[src/rtl/wavegen_dac_spi.sv]
// Dual-channel SPI DAC driver for wavegen sample pairs.
// Sends A then B frames, then pulses LDAC; flags overrun.
module wavegen_dac_spi #(
  parameter int         CLK_DIV    = 4,
  parameter logic [7:0] CMD_A      = 8'h18,
  parameter logic [7:0] CMD_B      = 8'h19,
  parameter int         LDAC_WIDTH = 2
) (
  input  logic        clk,
  input  logic        resetn,
  input  logic        en,
  input  logic        sample_stb,
  input  logic [15:0] in_a,
  input  logic [15:0] in_b,
  input  logic        clr_overrun,
  output logic        busy,
  output logic        overrun,
  output logic [15:0] sample_count,
  output logic        dac_sclk,
  output logic        dac_sync_n,
  output logic        dac_mosi,
  output logic        dac_ldac_n
);

  typedef enum logic [2:0] {
    IDLE,
    SHIFT_A,
    GAP_A,
    SHIFT_B,
    GAP_B,
    LDAC
  } state_t;

  localparam logic [15:0] DIV_LAST  = 16'(CLK_DIV - 1);
  localparam logic [15:0] LDAC_LAST = 16'(LDAC_WIDTH - 1);

  state_t      state;
  logic [15:0] div_cnt;
  logic [4:0]  bit_cnt;
  logic [23:0] sr;
  logic [15:0] code_b;
  logic        accept;
  logic        drop;

  assign accept = sample_stb && en && (state == IDLE);
  assign drop   = sample_stb && en && (state != IDLE);

  // Frame sequencer: shifts both frames, then loads the DAC.
  always_ff @(posedge clk or negedge resetn) begin
    if (!resetn) begin
      state        <= IDLE;
      div_cnt      <= '0;
      bit_cnt      <= '0;
      sr           <= '0;
      code_b       <= '0;
      busy         <= 1'b0;
      sample_count <= '0;
      dac_sclk     <= 1'b1;
      dac_sync_n   <= 1'b1;
      dac_mosi     <= 1'b0;
      dac_ldac_n   <= 1'b1;
    end else begin
      unique case (state)
        IDLE: begin
          if (accept) begin
            sr         <= {CMD_A, ~in_a[15], in_a[14:0]};
            code_b     <= {~in_b[15], in_b[14:0]};
            dac_mosi   <= CMD_A[7];
            dac_sclk   <= 1'b1;
            dac_sync_n <= 1'b0;
            busy       <= 1'b1;
            div_cnt    <= '0;
            bit_cnt    <= '0;
            state      <= SHIFT_A;
          end
        end
        SHIFT_A, SHIFT_B: begin
          if (div_cnt != DIV_LAST) begin
            div_cnt <= div_cnt + 16'd1;
          end else begin
            div_cnt <= '0;
            if (dac_sclk) begin
              dac_sclk <= 1'b0;
            end else if (bit_cnt == 5'd23) begin
              dac_sclk   <= 1'b1;
              dac_sync_n <= 1'b1;
              dac_mosi   <= 1'b0;
              state <= (state == SHIFT_A) ? GAP_A : GAP_B;
            end else begin
              bit_cnt  <= bit_cnt + 5'd1;
              dac_sclk <= 1'b1;
              dac_mosi <= sr[22];
              sr       <= {sr[22:0], 1'b0};
            end
          end
        end
        GAP_A: begin
          if (div_cnt != DIV_LAST) begin
            div_cnt <= div_cnt + 16'd1;
          end else begin
            div_cnt    <= '0;
            bit_cnt    <= '0;
            sr         <= {CMD_B, code_b};
            dac_mosi   <= CMD_B[7];
            dac_sync_n <= 1'b0;
            state      <= SHIFT_B;
          end
        end
        GAP_B: begin
          if (div_cnt != DIV_LAST) begin
            div_cnt <= div_cnt + 16'd1;
          end else begin
            div_cnt    <= '0;
            dac_ldac_n <= 1'b0;
            state      <= LDAC;
          end
        end
        LDAC: begin
          if (div_cnt != LDAC_LAST) begin
            div_cnt <= div_cnt + 16'd1;
          end else begin
            div_cnt      <= '0;
            dac_ldac_n   <= 1'b1;
            busy         <= 1'b0;
            sample_count <= sample_count + 16'd1;
            state        <= IDLE;
          end
        end
        default: state <= IDLE;
      endcase
    end
  end

  // Sticky overrun; a new drop beats a same-cycle clear.
  always_ff @(posedge clk or negedge resetn) begin
    if (!resetn) begin
      overrun <= 1'b0;
    end else if (drop) begin
      overrun <= 1'b1;
    end else if (clr_overrun) begin
      overrun <= 1'b0;
    end
  end

endmodule

[config.mk]
export PLATFORM = sky130hd
export DESIGN_NAME = wavegen_dac_spi
export DESIGN_NICKNAME = d
export VERILOG_FILES = /design/src/rtl/wavegen_dac_spi.sv
export SDC_FILE = /design/constraint.sdc
export NUM_CORES = 1
export LEC_CHECK = 0
export BUFFER_PORTS_ARGS = -buffer_cell sky130_fd_sc_hd__buf_2
export CORE_AREA = 3 3 107 109
export DETAILED_ROUTE_END_ITERATION = 16
export DIE_AREA = 0 0 110 112
export PLACE_DENSITY_LB_ADDON = 0.2
export SETUP_SLACK_MARGIN = 0.1
export SLEW_MARGIN = 20
export SYNTH_ARGS = -nofsm -noshare
export SYNTH_HDL_FRONTEND = slang
export SYNTH_SLANG_ARGS = --single-unit
[constraint.sdc]
create_clock -name clk -period 2.1 [get_ports clk]
set_input_delay 0.21 -clock clk [delete_from_list [all_inputs] [get_ports clk]]
set_output_delay 0.21 -clock clk [all_outputs]
set_load 0.03 [all_outputs]
==> summary.md, run 1 <==
| Metric | Value |
|---|---|
| Status | `finished, final reports clean` |
| Yosys warns | `0` |
| DRT iter0 DRCs | `150` |
| TritonCTS clock tree | `built` |
| Post-Syn Area per Cell | `10.1 sq um` |
| DRC viols | `0` |
| Final Max Slew Viols | `0` |
| Row cnt | `38` |
| Largest net degree at the start of global routing | `36` |
| Final #Nets | `552` |
| Power per cell area | `1040 nW/um^2` |
| IO Pins | `59` |
| Routability congestion estimate | `0.750` |
| Fmax | `499 MHz` |
| Synth area leader | `dfrtp_1` |
| CTS root buf | `clkbuf_8` |
| Initial antenna violation count | `0` |
| Initial core utilization | `0.395` |
| Max stage delay cell, worst path | `or4_4` |
| Layout cells sized above 1 | `0.328` |
| Width of the die | `110 um` |
| Worst-Margin Slew | `0.483 ns` |
| Fill cell count | `1,026` |
| Final WL | `9520 um` |
| Tcrit/Tclk final | `0.955` |
| Yosys cell types | `50` |
| Clock slew at reported path FFs | `0.09 ns` |
| Remaining global-route overflow | `0` |
| Crit path DAT | `2.29 ns` |
| Vias | `3,324` |
| Post-Syn Nets | `460` |
| Post-synth top flop | `dfrtp_1` |
| Pre-CTS setup slack | `0.0424 ns` |
| CTS buffer count | `9` |
| Area share of the largest cell type after synthesis | `0.486` |
| Worst path bufs/invs | `1` |
| Via density | `5.07` |
| Maxcap violations | `0` |
| Drt pass-1 iters | `5` |
| Wire per inst | `14.5 um` |
| Number of global-route vias before repair | `3,299` |
| Area grow syn2layout | `25.3%` |
| Global Route Usage Sum | `0.165` |
| Clock Path Buffers | `2` |
| Synthesized flop and latch total | `85` |
| Top cells by area, synth | `dfrtp_1 49%, nand2_1 5.3%, o21ai_0 4.6%` |
| Worst Skew | `0.00898 ns` |
| Maximum net fanout on the critical path | `5` |
| Clk_lat worst skew | `0.36 ns` |
| Post-route minimum period | `2.01 ns` |
| Synth async-reset ratio | `1.00` |
| Post-synth EDFFs | `0` |
| CORE AREA | `10,700 sq um` |
| Final setup viols | `0` |
| H-tree levels | `3` |
| CTS sink cnt | `85` |
| Worst EP required | `2.38 ns` |
| Top delay family on crit path | `simple AND/OR/NAND/NOR gates` |
| Maximum vdd drop | `0.000457 V` |
| First-pass GRT wire length | `16,000 um` |
| Routed Antenna Nets | `0` |
| Max-slew headroom | `0.678` |
| Setup ws final | `0.0950 ns` |
| RSZ-0062 raised after global routing | `true` |
| Worst min path class | `in2reg` |
| Diodes inserted | `0` |
| Sequential-to-total area share from yosys stat | `0.505` |
| Total Die Area | `12,300 sq um` |
| Die height | `112 um` |
| Most frequent cells in the layout | `80 x dfrtp_1, 60 x nand2_1, 57 x buf_2` |
| Leak pwr | `2.54 nW` |
| Cells along the critical path | `nor4_4, buf_4, nand4_4, or4_4, nor3_4, xor2_1` |
| Commonest non-fill, non-tap cell in the layout | `dfrtp_1` |
| Port buffer count | `58` |
| Post-Syn Area | `4220 sq um` |
| Slowest stage delay, CP | `0.59 ns` |
| Mapped Cells | `419` |
| Kind of critical path | `reg2reg` |
| Total power | `5.52 mW` |
| Setup crit end kind | `flip-flop` |
| Critical Path Source Type | `flip-flop` |
| Final Hold Fails | `0` |
| Post-DP HPWL | `6540 um` |
-- layout make-up --
type	count	area (sq um)	area share
clock buffers	11	141	0.0267
well taps	140	175	0.0331
inverters	13	48.8	0.00922
flip-flops and latches	85	2130	0.403
multi-input cells	298	2050	0.387
clock inverters	5	50.0	0.00946
repair buffers	104	694	0.131
-- kinds of logic (layout without fill, tap and decap cells) --
kind of cell,count (synthesis),in the layout,synth area share
buffers and inverters,36,133,0.0379
multiplexers,22,22,0.0684
adder cells (fa/ha/maj),4,4,0.0119
XOR/XNOR,24,24,0.0498
flip-flops,85,85,0.505
AND/OR/NAND/NOR,160,160,0.201
AO/OA/AOI/OAI,88,88,0.126
-- flip-flops by register name (all words and copies together) (netlist names) --
name and cells:
bit_cnt 5, busy 1, code_b 16, dac_ldac_n 1
dac_mosi 1, dac_sclk 1, dac_sync_n 1, div_cnt 16
overrun 1, sample_count 16, sr 23, state 3
-- stage by stage --
| stage | utilization | area, sq um | hold WS [ns] | TNS [ns] | cells |
|---|---|---|---|---|---|
| global route | 0.495 | 5290 | 0.0308 | -0.0260 | 656 |
| finish | 0.495 | 5290 | 0.0307 | 0 | 656 |
| CTS | 0.480 | 5130 | 0.0151 | 0 | 649 |
| global placement | 0.460 | 4920 | 0.197 | 0 | 630 |
| detailed placement | 0.460 | 4920 | 0.204 | 0 | 630 |
| floorplan | - | 4280 | -0.0856 | -0.0971 | 419 |
-- per-layer routing --
| metal | up-vias | track usage | share of wire |
|---|---|---|---|
| li1 | 1670 | - | - |
| met2 | 52 | 0.242 | 0.45 |
| met1 | 1591 | 0.237 | 0.50 |
| met5 | - | 0 | 0 |
| met3 | 11 | 0.0284 | 0.033 |
| met4 | 0 | 0.0765 | 0.021 |
-- worst min-delay path: cells and delay by family --
family        cells  cell delay [ns]
simple gates      2             0.08
buf+inv           1             0.07
-- Yosys cell counts, types with 3 or more instances --
master / n
dfrtp_1: 82
nand2_1: 60
o21ai_0: 39
nor2_1: 25
clkbuf_1: 18
o22ai_1: 16
xnor2_1: 14
inv_1: 13
nand3_1: 13
mux2_4: 12
nor3_1: 11
a21oi_1: 10
xor2_1: 10
nand4_1: 9
mux2_2: 7
nor4_1: 7
a22o_1: 6
and3_1: 4
and4_1: 4
ha_1: 4
or3_1: 4
and3_2: 3
buf_6: 3
dfstp_2: 3
mux2i_1: 3
nor2b_1: 3
o21a_1: 3
or4_1: 3
-- where the power goes --
part | internal, mW | switching [mW]
Sequential | 2.10 | 0.276
Clock | 0.575 | 0.573
Combinational | 1.06 | 0.946
Total | 3.73 | 1.80
-- worst paths after layout --
check / from / end / slack [ns] / cells past startpoint
max: div_cnt[5]$_DFFE_PN0P_ / sample_count[14]$_DFFE_PN0P_ / 0.09 / 6
min: in_b[4] / code_b[4]$_DFFE_PN0P_ / 0.03 / 3
max reg2reg: div_cnt[5]$_DFFE_PN0P_ / sample_count[14]$_DFFE_PN0P_ / 0.09 / 6
min reg2reg: sample_count[15]$_DFFE_PN0P_ / sample_count[15]$_DFFE_PN0P_ / 0.48 / 1
max in group asynchronous: resetn / dac_ldac_n$_DFFE_PN1P_ / 1.15 / 3
min in group asynchronous: resetn / sample_count[6]$_DFFE_PN0P_ / 0.34 / 2
-- what timing repair did --
action                     CTS  global route
gates cloned                 0             2
hold endpoints to repair    31             0
setup endpoints to repair   12            50
buffers inserted             2             5
pin swaps                    2             8
resized for setup            1            22
hold buffers                 1             0
Note: power is estimated with default switching activity, not from simulation.
==> inputs of run 2 (changes only) <==
HOLD_SLACK_MARGIN = 0.02   (was not set)
RECOVER_POWER = 50   (was not set)
==> summary.md, run 2 (synthesis results as in run 1) <==
| Metric | Value |
|---|---|
| Depth of the most critical reg-to-reg path | `6` |
| Diodes inserted | `0` |
| Final WL | `9580 um` |
| Reg-to-reg endpoint | `sample_count[14]$_DFFE_PN0P_` |
| Clk_lat worst skew | `0.36 ns` |
| Maximum net fanout on the critical path | `5` |
| DRC viols | `0` |
| Reg2Reg Setup Slack | `0.09 ns` |
| Initial antenna violation count | `0` |
| Drt pass-1 iters | `6` |
| Total power | `5.52 mW` |
| Global Route Usage Sum | `0.166` |
| Initial core utilization | `0.395` |
| Width of the die | `110 um` |
| Final Hold Fails | `0` |
| Largest net degree at the start of global routing | `36` |
| Post-DP HPWL | `6540 um` |
| CTS sink cnt | `85` |
| Critical Path Source Type | `flip-flop` |
| Post-route minimum period | `2.01 ns` |
| Vias | `3,351` |
| Setup crit end kind | `flip-flop` |
| Combinational share of power | `0.363` |
| Commonest non-fill, non-tap cell in the layout | `dfrtp_1` |
| Status | `finished, final reports clean` |
| Max-slew headroom | `0.372` |
| IO Pins | `59` |
| Routability congestion estimate | `0.750` |
| Layout cells sized above 1 | `0.303` |
| Total Die Area | `12,300 sq um` |
| P_int | `3.73 mW` |
| Clock Path Buffers | `2` |
| Switching power | `1.80 mW` |
| Via density | `5.07` |
| Kind of critical path | `reg2reg` |
| Fmax | `499 MHz` |
| CORE AREA | `10,700 sq um` |
| Tcrit/Tclk final | `0.955` |
| Worst R2R Start | `div_cnt[5]$_DFFE_PN0P_` |
| First-pass GRT wire length | `16,100 um` |
| Cells along the critical path | `nor4_4, buf_4, nand4_4, or4_4, nor3_4, xor2_1` |
| Number of global-route vias before repair | `3,321` |
| Inst Count DP | `630` |
| Worst Skew | `0.00919 ns` |
| TritonCTS clock tree | `built` |
| HP Start | `in_b[8]` |
| Placed inst area | `4920 sq um` |
| Final setup viols | `0` |
| Slowest stage delay, CP | `0.59 ns` |
| RSZ-0062 raised after global routing | `true` |
| Hold Path End | `code_b[8]$_DFFE_PN0P_` |
| Max FFs per register | `23` |
| Largest register by flop count | `sr` |
| Post-Layout Cell Count | `661` |
| Area grow syn2layout | `26.0%` |
| Port buffer count | `58` |
| Most frequent cells in the layout | `81 x dfrtp_1, 60 x nand2_1, 49 x buf_2` |
| Max stage delay cell, worst path | `or4_4` |
| Remaining global-route overflow | `0` |
| Final #Nets | `557` |
| Worst min path class | `in2reg` |
| Worst hold path stage count | `3` |
| CTS root buf | `clkbuf_8` |
| CTS buffer count | `9` |
| Maximum vdd drop | `0.000453 V` |
| Sequential share of power | `0.430` |
| Worst-Margin Slew | `0.941 ns` |
| DRT iter0 DRCs | `125` |
| Power per cell area | `1040 nW/um^2` |
| Wire per inst | `14.5 um` |
| H-tree levels | `3` |
| Maxcap violations | `0` |
| Switch share | `0.325` |
| Worst EP required | `2.38 ns` |
| Clock slew at reported path FFs | `0.09 ns` |
| Leak pwr | `2.53 nW` |
| Hold WS | `0.0365 ns` |
| Final Instance Area | `5320 sq um` |
| Row cnt | `38` |
| Die height | `112 um` |
| Clock Power Share | `0.208` |
| Routed Antenna Nets | `0` |
| Crit path DAT | `2.29 ns` |
| Final Max Slew Viols | `0` |
-- run 2: how the worst max path moves through the flow --
stage,from,endpoint,slack [ns],depth (start not counted)
3_3_place_gp,div_cnt[14]$_DFFE_PN0P_,sample_count[14]$_DFFE_PN0P_,0.09,6
5_1_grt,div_cnt[8]$_DFFE_PN0P_,sample_count[14]$_DFFE_PN0P_,-0.02,6
3_5_place_dp,div_cnt[8]$_DFFE_PN0P_,sample_count[14]$_DFFE_PN0P_,0.04,6
2_1_floorplan,div_cnt[5]$_DFFE_PN0P_,sr[10]$_DFFE_PN0P_,-0.01,7
6_report,div_cnt[5]$_DFFE_PN0P_,sample_count[14]$_DFFE_PN0P_,0.09,6
4_1_cts,div_cnt[0]$_DFFE_PN0P_,sr[3]$_DFFE_PN0P_,0.09,6
-- run 2: what timing repair did --
item | CTS | global route
pin swaps | 2 | 8
hold buffers | 6 | 0
buffers inserted | 2 | 5
endpoints found under the hold margin | 36 | 0
resized for setup | 1 | 22
endpoints found under the setup margin | 12 | 50
cloned | 0 | 2
-- run 2: worst max-delay path: cells and delay by family, from the launching register on --
kind / cells / cell delay, ns
DFF: 1 / 0.42
xor gates and xnor gates: 1 / 0.17
and+or+nand+nor: 4 / 1.16
buffers and inverters: 1 / 0.18
-- run 2: layer usage --
metal,up-vias,GRT usage,part of all wire
met1,1606,0.237,0.50
li1,1680,-,-
met3,11,0.0284,0.033
met4,0,0.0765,0.020
met2,54,0.244,0.45
met5,-,0,0
-- run 2: area by class of cell --
| type | instances | area, sq um |
|---|---|---|
| clock buffers | 11 | 141 |
| clock inverters | 5 | 50.0 |
| fillers | 1033 | 5380 |
| inverters | 13 | 48.8 |
| multi-input cells | 298 | 2050 |
| flip-flops and latches | 85 | 2130 |
| well taps | 140 | 175 |
| repair buffers | 109 | 724 |
-- run 2: per-stage QoR --
step | util | setup TNS, ns | worst slack, ns
after floorplan | - | -0.0971 | -0.00971
after global placement | 0.460 | 0 | 0.0892
after detailed placement | 0.460 | 0 | 0.0424
after CTS | 0.485 | 0 | 0.0868
after global routing | 0.497 | -0.0260 | -0.0152
final | 0.497 | 0 | 0.0947
-- run 2: power groups by stage --
stage / Combinational, mW / Clock (mW) / Sequential (mW)
final: 2.00 / 1.15 / 2.37
after global routing: 2.25 / 1.27 / 2.43
after CTS: 1.82 / 1.19 / 2.37
after detailed placement: 1.79 / 0 / 2.39
after global placement: 1.74 / 0 / 2.38
after floorplan: 1.28 / 0 / 2.39
==> inputs of run 3 (changes only) <==
ABC_AREA = 1   (was not set)
BUFFER_PORTS_ARGS = not set   (was -buffer_cell sky130_fd_sc_hd__buf_2)
CORE_AREA = 3 3 111 113   (was 3 3 107 109)
DIE_AREA = 0 0 114 116   (was 0 0 110 112)
DONT_BUFFER_PORTS = 1   (was not set)
==> summary.md, run 3 <==
| Metric | Value |
|---|---|
| Status | `finished with violations` |
| Failing checks | `negative hold slack` |
| Post-DP HPWL | `6970 um` |
| Initial core utilization | `0.398` |
| Post-Layout Cell Count | `729` |
| H-tree levels | `3` |
| Area grow syn2layout | `14.7%` |
| Slowest stage delay, CP | `0.39 ns` |
| Combinational share of power | `0.013` |
| Max stage delay cell, worst path | `clkbuf_1` |
| Most frequent cells in the layout | `166 x nand2_1, 80 x dfrtp_1, 55 x nor2_1` |
| Routed Antenna Nets | `0` |
| Sequential-to-total area share from yosys stat | `0.469` |
| Final Hold Fails | `85` |
| Setup ws final | `0.201 ns` |
| Clk_lat worst skew | `0.35 ns` |
| Maximum vdd drop | `0.000595 V` |
| Yosys cell types | `39` |
| Stages on the worst setup path | `8` |
| CTS sink cnt | `85` |
| Clock Path Buffers | `2` |
| IO Pins | `59` |
| Vias | `3,665` |
| Critical Path Source Type | `flip-flop` |
| Total power | `3.31 mW` |
| Worst Skew | `0.00838 ns` |
| RSZ-0062 raised after global routing | `true` |
| Post-Syn Nets | `596` |
| Post-CTS setup buffer count | `0` |
| Die height | `116 um` |
| Switching power | `0.708 mW` |
| Setup crit end kind | `flip-flop` |
| Depth of the most critical reg-to-reg path | `8` |
| CTS root buf | `clkbuf_16` |
| Reg-to-reg endpoint | `sample_count[12]$_DFFE_PN0P_` |
| Kind of critical path | `reg2reg` |
| Max FFs per register | `23` |
| Number of global-route vias before repair | `3,638` |
| Final #Nets | `622` |
| CTS buffer count | `9` |
| Max-slew headroom | `0.670` |
| Final Max Slew Viols | `0` |
| Synthesized flop and latch total | `85` |
| Worst path bufs/invs | `2` |
| Synth area leader | `dfrtp_1` |
| Drt pass-1 iters | `5` |
| Remaining global-route overflow | `0` |
| Wire per inst | `13.7 um` |
| Clock slew at reported path FFs | `0.07 ns` |
| Final setup viols | `0` |
| Post-Syn Area per Cell | `8.19 sq um` |
| Power per cell area | `635 nW/um^2` |
| Global Route Usage Sum | `0.162` |
| TritonCTS clock tree | `built` |
| Row cnt | `39` |
| Via density | `5.03` |
| Post-synth EDFFs | `0` |
| Worst-Margin Slew | `0.495 ns` |
| Yosys warns | `0` |
| Post-synth top flop | `dfrtp_1` |
| P_int | `2.60 mW` |
| Sequential share of power | `0.497` |
| Maxcap violations | `0` |
| Initial antenna violation count | `0` |
| Worst EP required | `2.33 ns` |
| Dominant cell by count in the synthesized netlist | `nand2_1` |
| Synth async-reset ratio | `1.00` |
| Critical Path End | `sample_count[12]$_DFFE_PN0P_` |
| Largest register by flop count | `sr` |
| Top cells by area, synth | `dfrtp_1 45%, nand2_1 14%, nor2_1 4.6%` |
| Width of the die | `114 um` |
| Reg2Reg Setup Slack | `0.20 ns` |
| Post-Syn Area | `4540 sq um` |
| Crit path launch | `sample_count[0]$_DFFE_PN0P_` |
| Clock Power Share | `0.489` |
| Commonest cells post-synth | `166 x nand2_1, 82 x dfrtp_1, 56 x nor2_1` |
| Area share of the largest cell type after synthesis | `0.452` |
| Maximum net fanout on the critical path | `4` |
| Cells along the critical path | `clkbuf_1, ha_1, inv_1, nor2_1, nand3_1, xor2_1, nand2_1, o21ai_0` |
| Hold WS | `-0.444 ns` |
| Worst R2R Start | `sample_count[0]$_DFFE_PN0P_` |
| Crit path DAT | `2.13 ns` |
| DRC viols | `0` |
| Final WL | `9990 um` |
| Pre-CTS setup slack | `0.157 ns` |
| Leak pwr | `2.57 nW` |
| First-pass GRT wire length | `17,200 um` |
| Largest net degree at the start of global routing | `86` |
| Switch share | `0.214` |
| Fmax | `527 MHz` |
| Post-CTS Hold Buffers | `17` |
| Mapped Cells | `555` |
| Inst Count DP | `696` |
| Worst min path class | `in2async` |
| Top delay family on crit path | `buffers and inverters` |
| Layout cells sized above 1 | `0.135` |
| CORE AREA | `11,400 sq um` |
| TNS Setup | `0 ns` |
| Routability congestion estimate | `0.796` |
| Tcrit/Tclk final | `0.904` |
| Post-route minimum period | `1.90 ns` |
| Total Die Area | `13,200 sq um` |
| Port buffer count | `0` |
| Commonest non-fill, non-tap cell in the layout | `nand2_1` |
| DRT iter0 DRCs | `259` |
| Diodes inserted | `0` |
## run 3: final cells by class
type                       instances  area [sq um]
tap                              143           179
fill                            1152          6210
timing repair buffer              31           297
inverter                          44           168
sequential                        85          2130
clock inverter                     7          73.8
multi-input combinational        410          2130
clock buffer                       9           225
## run 3: power groups by stage
stage	clock network, mW	registers (mW)	logic (mW)
after floorplan	0	1.67	0.0173
after global placement	0	1.67	0.0198
after detailed placement	0	1.67	0.0198
after CTS	1.66	1.64	0.0441
after global routing	1.73	1.64	0.0499
final	1.62	1.64	0.0440
## run 3: timing repair
item                       in CTS  in global routing
hold endpoints to repair      102                 85
gates resized for setup         0                  4
setup endpoints to repair       0                 31
## run 3: logic make-up after synthesis
kind of cell	after synthesis	share of synthesized area
and+or+nand+nor	292	0.281
DFF	85	0.469
AOI/OAI and AO/OA	80	0.103
buffers and inverters	60	0.0620
xor gates and xnor gates	19	0.0366
muxes	15	0.0372
adders and majority gates	4	0.0110
## run 3: per-stage QoR
step	instance area, sq um	utilization	hold WS [ns]
after floorplan	4540	-	-0.0856
after global placement	4740	0.415	-0.0811
after detailed placement	4740	0.415	-0.0810
after CTS	5210	0.456	-0.461
after global routing	5210	0.456	-0.472
final	5210	0.456	-0.444
## run 3: worst min-delay path by stage
stage | from | slack (ns) | endpoint
after global routing | resetn | -0.47 | overrun$_DFFE_PN0P_
after CTS | resetn | -0.46 | overrun$_DFFE_PN0P_
after global placement | resetn | -0.08 | div_cnt[12]$_DFFE_PN0P_
after floorplan | resetn | -0.09 | bit_cnt[0]$_DFFE_PN0P_
final | resetn | -0.44 | div_cnt[13]$_DFFE_PN0P_
after detailed placement | resetn | -0.08 | div_cnt[11]$_DFFE_PN0P_
## run 3: routing by layer
| metal | share of wire | track usage | routed length, um | vias up |
|---|---|---|---|---|
| li1 | - | - | - | 1856 |
| met1 | 0.46 | 0.200 | 4640 | 1740 |
| met2 | 0.48 | 0.274 | 4780 | 60 |
| met3 | 0.047 | 0.0574 | 473 | 9 |
| met4 | 0.010 | 0.0404 | 103 | 0 |
| met5 | 0 | 0 | 0 | - |
## run 3: worst reg2reg max path: cells and delay by family (launching register included)
kind	cells	cell delay, ns
AOI/OAI and AO/OA	1	0.07
DFF	1	0.34
and+or+nand+nor	3	0.43
adders and majority gates	1	0.32
buffers and inverters	2	0.47
xor gates and xnor gates	1	0.16
